**config.mk**
```make
export PLATFORM = sky130hd
export DESIGN_NAME = break_response_ctrl
export DESIGN_NICKNAME = d
export VERILOG_FILES = /design/src/rtl/advtim_brk_pkg.sv /design/src/rtl/brk_output_force.sv /design/src/rtl/break_response_ctrl.sv
export SDC_FILE = /design/constraint.sdc
export NUM_CORES = 1
export LEC_CHECK = 0
export CORE_UTILIZATION = 20
export DETAILED_ROUTE_END_ITERATION = 10
export PLACE_DENSITY_LB_ADDON = 0.3
export SYNTH_ARGS = -nofsm -noshare
export SYNTH_HDL_FRONTEND = slang
export SYNTH_SLANG_ARGS = --single-unit
```
**constraint.sdc**
```tcl
create_clock -name pe_gen_clk -period 1.2 [get_ports pe_gen_clk]
set_input_delay 0.12 -clock pe_gen_clk [delete_from_list [all_inputs] [get_ports pe_gen_clk]]
set_output_delay 0.12 -clock pe_gen_clk [all_outputs]
set_load 0.02 [all_outputs]
```
**src/rtl/advtim_brk_pkg.sv**
```systemverilog
// ----------------------------------------------------------------------------
// advtim_brk_pkg
// Shared constants for the advanced-timer break response block.
//   ST_IDLE/ST_RUN/ST_BREAK/ST_HOLD : 2-bit FSM state encoding (also the
//                                     readback value on state_o)
//   BRK_CNT_W                       : width of the optional break-event
//                                     counter (BRK_EVENT_CNT_EN builds only)
// ----------------------------------------------------------------------------
package advtim_brk_pkg;

   localparam logic [1:0] ST_IDLE  = 2'd0;
   localparam logic [1:0] ST_RUN   = 2'd1;
   localparam logic [1:0] ST_BREAK = 2'd2;
   localparam logic [1:0] ST_HOLD  = 2'd3;

   localparam int BRK_CNT_W = 8;

endpackage : advtim_brk_pkg

```
**src/rtl/brk_output_force.sv**
```systemverilog
// ----------------------------------------------------------------------------
// brk_output_force
// Purely combinational per-channel pin selection. PWM passes through only
// while the FSM is in RUN and no fault is present; otherwise every channel
// is driven to its programmed idle level.
// Ports:
//   state_i  : current FSM state
//   fault_i  : fault indication (forces idle in the same cycle)
//   pwm_i    : main PWM from the generator        [W]
//   pwmn_i   : complementary PWM from the generator [W]
//   ois_i    : idle level for main outputs         [W]
//   oisn_i   : idle level for complementary outputs [W]
//   pwm_o    : main outputs to pins               [W]
//   pwmn_o   : complementary outputs to pins      [W]
// ----------------------------------------------------------------------------
module brk_output_force
   import advtim_brk_pkg::*;
#(
   parameter int W = 4
) (
   input  logic [1:0]   state_i,
   input  logic         fault_i,
   input  logic [W-1:0] pwm_i,
   input  logic [W-1:0] pwmn_i,
   input  logic [W-1:0] ois_i,
   input  logic [W-1:0] oisn_i,
   output logic [W-1:0] pwm_o,
   output logic [W-1:0] pwmn_o
);

   logic pass;

   // The fault term bypasses the state register so pins go idle with zero
   // latency, before the FSM has even seen the fault.
   assign pass   = (state_i == ST_RUN) && !fault_i;
   assign pwm_o  = pass ? pwm_i  : ois_i;
   assign pwmn_o = pass ? pwmn_i : oisn_i;

endmodule : brk_output_force

```
**src/rtl/break_response_ctrl.sv**
```systemverilog
// ----------------------------------------------------------------------------
// break_response_ctrl
// Main-output-enable (MOE) sequencer with break handling. Owns the MOE FSM
// (IDLE/RUN/BREAK/HOLD), software set/clear, automatic re-arm on update event
// (AOE), the sticky break flag and the break interrupt pulse.
// Optional feature macro: BRK_EVENT_CNT_EN adds brk_cnt, a saturating count
// of break entries cleared by r_bif_clr.
// Ports:
//   pe_gen_clk, pe_gen_rst : clock, synchronous active-high reset
//   fault_detected         : registered fault from fault detection
//   update_event           : 1-cycle counter update pulse
//   r_moe_set / r_moe_clr  : 1-cycle software MOE writes
//   r_aoe                  : enable automatic re-arm on update_event
//   r_bif_clr              : 1-cycle break flag clear
//   r_ois / r_oisn         : idle levels [NCH]
//   pwm_in / pwmn_in       : PWM from generator [NCH]
//   pwm_out / pwmn_out     : to pins [NCH]
//   moe, bif, int_status_brk, state_o : status
//   brk_cnt                : break entry count (BRK_EVENT_CNT_EN only)
// ----------------------------------------------------------------------------
module break_response_ctrl
   import advtim_brk_pkg::*;
#(
   parameter int NCH = 4
) (
   input  logic                 pe_gen_clk,
   input  logic                 pe_gen_rst,
   input  logic                 fault_detected,
   input  logic                 update_event,
   input  logic                 r_moe_set,
   input  logic                 r_moe_clr,
   input  logic                 r_aoe,
   input  logic                 r_bif_clr,
   input  logic [NCH-1:0]       r_ois,
   input  logic [NCH-1:0]       r_oisn,
   input  logic [NCH-1:0]       pwm_in,
   input  logic [NCH-1:0]       pwmn_in,
   output logic [NCH-1:0]       pwm_out,
   output logic [NCH-1:0]       pwmn_out,
   output logic                 moe,
   output logic                 bif,
   output logic                 int_status_brk,
`ifdef BRK_EVENT_CNT_EN
   output logic [BRK_CNT_W-1:0] brk_cnt,
`endif
   output logic [1:0]           state_o
);

   logic [1:0] state_q, state_d;
   logic       bif_q, bif_d;
   logic       int_q;
   logic       brk_entry;

   // A break is entered only from states where the outputs were (or are
   // about to be) live; BREAK itself just waits for the fault to clear.
   assign brk_entry = fault_detected && ((state_q == ST_RUN) || (state_q == ST_HOLD));

   // NOTE: every combinational output gets a default before the case so no
   // path leaves it unassigned, which would infer a latch.
   always_comb begin
      state_d = state_q;
      case (state_q)
         ST_IDLE:  if (r_moe_set && !fault_detected) state_d = ST_RUN;
         ST_RUN: begin
            if (fault_detected)  state_d = ST_BREAK;
            else if (r_moe_clr)  state_d = ST_IDLE;
         end
         ST_BREAK: if (!fault_detected) state_d = ST_HOLD;
         ST_HOLD: begin
            if (fault_detected)                          state_d = ST_BREAK;
            else if (r_moe_clr)                          state_d = ST_IDLE;
            else if (r_moe_set || (update_event && r_aoe)) state_d = ST_RUN;
         end
         default:  state_d = ST_IDLE;
      endcase
   end

   // Break entry wins over a same-cycle software clear.
   assign bif_d = brk_entry ? 1'b1 : (r_bif_clr ? 1'b0 : bif_q);

   // NOTE: state is updated with non-blocking assignments so every register
   // samples pre-edge values regardless of statement order.
   always_ff @(posedge pe_gen_clk) begin
      if (pe_gen_rst) begin
         state_q <= ST_IDLE;
         bif_q   <= 1'b0;
         int_q   <= 1'b0;
      end else begin
         state_q <= state_d;
         bif_q   <= bif_d;
         int_q   <= brk_entry;
      end
   end

`ifdef BRK_EVENT_CNT_EN
   logic [BRK_CNT_W-1:0] brk_cnt_q;

   // Increment (or hold at saturation) takes precedence over the clear.
   always_ff @(posedge pe_gen_clk) begin
      if (pe_gen_rst) begin
         brk_cnt_q <= '0;
      end else if (brk_entry) begin
         if (brk_cnt_q != '1) brk_cnt_q <= brk_cnt_q + BRK_CNT_W'(1);
      end else if (r_bif_clr) begin
         brk_cnt_q <= '0;
      end
   end

   assign brk_cnt = brk_cnt_q;
`endif

   brk_output_force #(
      .W(NCH)
   ) u_force (
      .state_i (state_q),
      .fault_i (fault_detected),
      .pwm_i   (pwm_in),
      .pwmn_i  (pwmn_in),
      .ois_i   (r_ois),
      .oisn_i  (r_oisn),
      .pwm_o   (pwm_out),
      .pwmn_o  (pwmn_out)
   );

   assign moe            = (state_q == ST_RUN);
   assign bif            = bif_q;
   assign int_status_brk = int_q;
   assign state_o        = state_q;

endmodule : break_response_ctrl
```
# Word level (Yosys, flattened, before mapping)
# Index checks and enable logic that the tools add are counted.
# totals
reg_bits,4
input_bits,24
out_inout_bits,13
elab_cells,32
# classes
n_eq_ne,7
mux,12
reduce_logical,10
# op_table
op,n
$mux W2,7
$mux W4,2
$pmux W2 S4,1
$eq A2 B2 Y1 const B,2
$logic_and A1 B1 Y1,4
$ne A2 B2 Y1 const B,2
$ne A4 B3 Y1 const B,1
$reduce_and A4 Y1,1
$ne A3 B3 Y1 const B,1
$eq A2 B1 Y1 const B,1
$logic_not A2 Y1,1
$logic_or A1 B1 Y1,2
$mux W1,2
$reduce_bool A2 Y1,1
$logic_not A1 Y1,1

# Depth between registers and ports, before layout
# depth
word_depth,6
depth_mapped,2
ltp_nobuf,2

# By module
# Synthesis repeated with hierarchy kept, for this count alone.
# unflattened
cells_unflattened,24
hier_area_um2,260.2
# by_module_without_submodules
module,n_inst,cells_per_inst,area_per_inst_um2,seq_area_each_um2
break_response_ctrl,1,15,151.4,80.1
brk_output_force,1,9,108.9,0.0

# Worst setup path after synthesis
# Ideal clock, no wire load.
# synth_path
kind,reg2out
from,"reg state_q[0], in the netlist state_o[0]"
to,out pwm_out[0]
arrival_time_ps,1312
required_time_ps,1080
setup_slack_ps,-232
path_stages_with_launch,3
cell_sequence,dfxtp_1 > nor3b_4 > mux2_2
# synth_between
elab_chain_len,3
# synth_lines
element,line_no,source
from (decl),break_response_ctrl.sv:49,"logic [1:0] state_q, state_d;"
from (signal assigned),break_response_ctrl.sv:89,state_q <= state_d;
$eq A2 B1 Y1,brk_output_force.sv:35,assign pass = (state_i == ST_RUN) && !fault_i;
$logic_and A1 B1 Y1,brk_output_force.sv:35,
$mux W4,brk_output_force.sv:36,assign pwm_o = pass ? pwm_i : ois_i;
to (decl),break_response_ctrl.sv:38,"output logic [NCH-1:0] pwm_out,"
# Every way passes these cells.

# Final worst setup path
# layout_path
from,"reg state_q[0], in the netlist state_o[0]"
to,out pwmn_out[1]
# layout_between
elab_chain_len,3
# layout_lines
element,line_no,source
$eq A2 B1 Y1,brk_output_force.sv:35,
$logic_and A1 B1 Y1,brk_output_force.sv:35,
$mux W4,brk_output_force.sv:37,assign pwmn_o = pass ? pwmn_i : oisn_i;
to (decl),break_response_ctrl.sv:39,"output logic [NCH-1:0] pwmn_out,"
# Every way passes these cells.

==> metrics list <==
- Input and output buffers added on the ports amount to 36.
* Final clock period utilization by the worst path: 128%
* Post-route cell area: ~760 um2
* Comb power frac: between 40% and 50%
- FMAX: 650 MHz
- For the worst-skew pair, the clock arrives at the later sink with an insertion delay of between 200 and 250 ps.
- At the worst endpoint, the required time is between 1000 and 1500 ps.
* Data arrival time of the worst path: 1420 ps
- Post-route minimum period: 1540 ps
- The core region is between 1000 and 1500 um2.
- Of all nets on the critical path, the largest fanout is 3.
- The worst setup path is launched from a flop.
- The detail route stage leaves a number of antenna-violating nets equal to 0.
- Number of standard cells after synthesis: 24
- Horizontal die dimension: 38.2 um
* Aggregate global routing overflow: 0
- Cell internal power was estimated by the tool at ~420 uW.
* Total negative slack: -2650 ps
* Switching power: between 150 and 200 uW
- The clock arrives with ~9 ps of skew.
- Setup repair after global routing could not meet its margin everywhere.
* # DRC: 0
- Once the floorplan was initialized, standard cells occupied between 20% and 30% of the core.
- Number of distinct library cells after synthesis: 13
- Counting the buffers created by CTS gives 3.
- For this design the static power due to leakage is ~0.34 nW.
- Summing over every cut layer, the via total after detailed routing is just under 400.
- Root cell of the clock tree: clkbuf_4
- Mapped Nets: 48
- 0 antenna diodes ended up in the layout.
- Setup violations remaining at the end of the flow were counted as 8.
- The number of antenna violations at the first check in global routing came to 0.
* Setup WS post-layout: -339 ps
* Part of the Yosys area used for sequential elements: 30.5%
- 1st-pass router iterations: 1
- For this design the ratio of total power to cell area is 752 nW/um2.
- The routed design has roughly 1.0 mm of wire.
- Of the total power, the clock network draws 33.4%.
- In the final routed layout, each cell accounts on average for 12.4 um.
* Final Hold Viols: 0
* Worst IR Drop VDD: 0.280 mV
- In this run switching power makes up 26.7% of total power.
- Flop pwr share: between 20 and 25%
- The worst setup path is of the reg -> out kind.
- Placer Congestion: between 0.7 and 0.8
- Die outline height: 38.2 um
- Fill cell count: 92
* Number of storage elements in the synthesis netlist: 4
- Syn_area_per_cell: around 11 um2
- Total Die Area: roughly 1500 um2
* Post-Place Worst Slack: -772 ps
- Share of layout cells above drive strength 1: between 40% and 50%
* Kind of capture point of the worst setup path: output pin
* Final slew viol count: 0
- In this run the number of H-tree levels came out at 1.
- The longest clock path from root to sink contains 2 buffers.
- Dpl hpwl: slightly above 800 um
- Cell Area, Placed: between 600 and 700 um2
- Nets@finish: 95
* Violations in the final reports: negative setup slack
- Multi-input gate area: about 210 um2
- TritonCTS clock tree: yes
- In the global route stage, overall resource usage came out at ~16%.
- Total of max-cap violations: 0
- After clock tree synthesis, the clock-pin slew on the worst setup and hold paths is 50 ps.
- Largest net degree at the start of global routing: 7
* Number of global-route vias before repair: ~400
* Count of standard-cell rows: 12
* Synthesized cell area: 263 um2
- 37 I/O pins were placed.
- Cells fill about 66% of the core in the end.
- Synth warn: 0
* Outcome: complete, but fails checks
* Register area: between 80 and 90 um2
- Headroom to the max-slew limit came out at between 70% and 80%.
- Starting DRC count in detailed routing: 0
* Global-route wire length before repair: 1.59 mm
- Counting every sink on the clock net gives 4.
- Number of vias per cell: 4.60
- At the pin with the least slew margin, the transition time is between 300 and 400 ps.
- Compared with the post-synthesis result, the final layout area differs by 189%.
- The path class of the tightest hold or removal check is in -> reg.
==> power groups by stage <==
stage                     logic [mW]  clock network, mW  registers (mW)
after global placement         0.220                  0           0.145
final                          0.237              0.191           0.142
after global routing           0.250              0.209           0.143
after CTS                      0.238              0.203           0.142
after detailed placement       0.220                  0           0.144
after floorplan               0.0663                  0           0.154
==> area by class of cell <==
cell class,count,share of cell area [%]
sequential,4,11.2
tap,14,2.31
multi-input combinational,19,27.6
clock buffer,4,3.47
timing repair buffer,42,55.0
inverter,1,0.495
==> logic make-up (layout without fill, tap and decap cells) <==
logic type             after synthesis  in the layout  share of synthesized area [%]
multiplexers                         8              8                           34.3
AND/OR/NAND/NOR                      7              7                           22.4
AO/OA/AOI/OAI                        4              4                           11.4
flip-flops                           4              4                           30.5
buffers and inverters                1             47                           1.43
==> critical path, stage by stage (launching register included) <==
cell and delay (ps):
dfxtp_4 340, nor3b_4 250, buf_6 150, mux2_4 300, buf_6 130
==> per-stage QoR <==
| step | power (mW) | hold WS [ps] | std cells |
|---|---|---|---|
| floorplan | 0.220 | 193 | 24 |
| global placement | 0.364 | 472 | 80 |
| detailed placement | 0.365 | 479 | 80 |
| CTS | 0.583 | 344 | 84 |
| global route | 0.601 | 384 | 84 |
| finish | 0.570 | 364 | 84 |
==> path summary, 6_finish.rpt <==
path,start,end,slack (ps),depth (start not counted)
setup / recovery,state_o[0]$_SDFFE_PP0P_,pwmn_out[1],-340,4
hold / removal,fault_detected,state_o[0]$_SDFFE_PP0P_,360,3
setup reg to reg,state_o[0]$_SDFFE_PP0P_,flop,80,3
hold reg to reg,bif$_SDFFE_PP0P_,bif$_SDFFE_PP0P_,470,2
==> synth_stat cells, drive strengths merged <==
cell type,instances,area share (%)
nor3b,1,7.1
dfxtp,4,30
mux2,8,34
o21ai,1,1.9
nor2b,1,2.4
nor3,1,1.9
a211o,1,3.3
o211ai,1,2.9
or3b,1,3.3
a2111oi,1,3.3
nand2b,2,4.8
nand3b,1,2.9
inv,1,1.4
==> timing repair <==
action,in CTS,in global routing
buffers inserted,0,0
setup endpoints to repair,13,9
hold buffers,0,0
pin swaps,1,1
gates resized for setup,67,1
==> cell usage in the layout (no fill, tap or decap) <==
cell,instances
dlygate4sd2_1,4
buf_6,11
nand2b_1,2
dfxtp_2,1
clkdlybuf4s15_1,1
nor3b_4,1
nand3b_1,1
mux2_4,8
inv_1,1
or3b_2,1
buf_4,3
dfxtp_1,2
clkbuf_1,1
a211o_1,1
dfxtp_4,1
clkdlybuf4s50_1,22
buf_2,1
o211ai_1,1
nor3_1,1
o21ai_0,1
nor2b_1,1
a2111oi_0,1
clkbuf_4,3
==> per-layer routing <==
layer	track usage [%]	part of all wire, %	vias to the layer above
li1	-	-	184
met1	18.9	41	169
met2	26.3	44	31
met3	2.91	14	2
met4	10.7	0.86	0
met5	0	0	-
No activity file was read; power rests on OpenSTA's default activity.
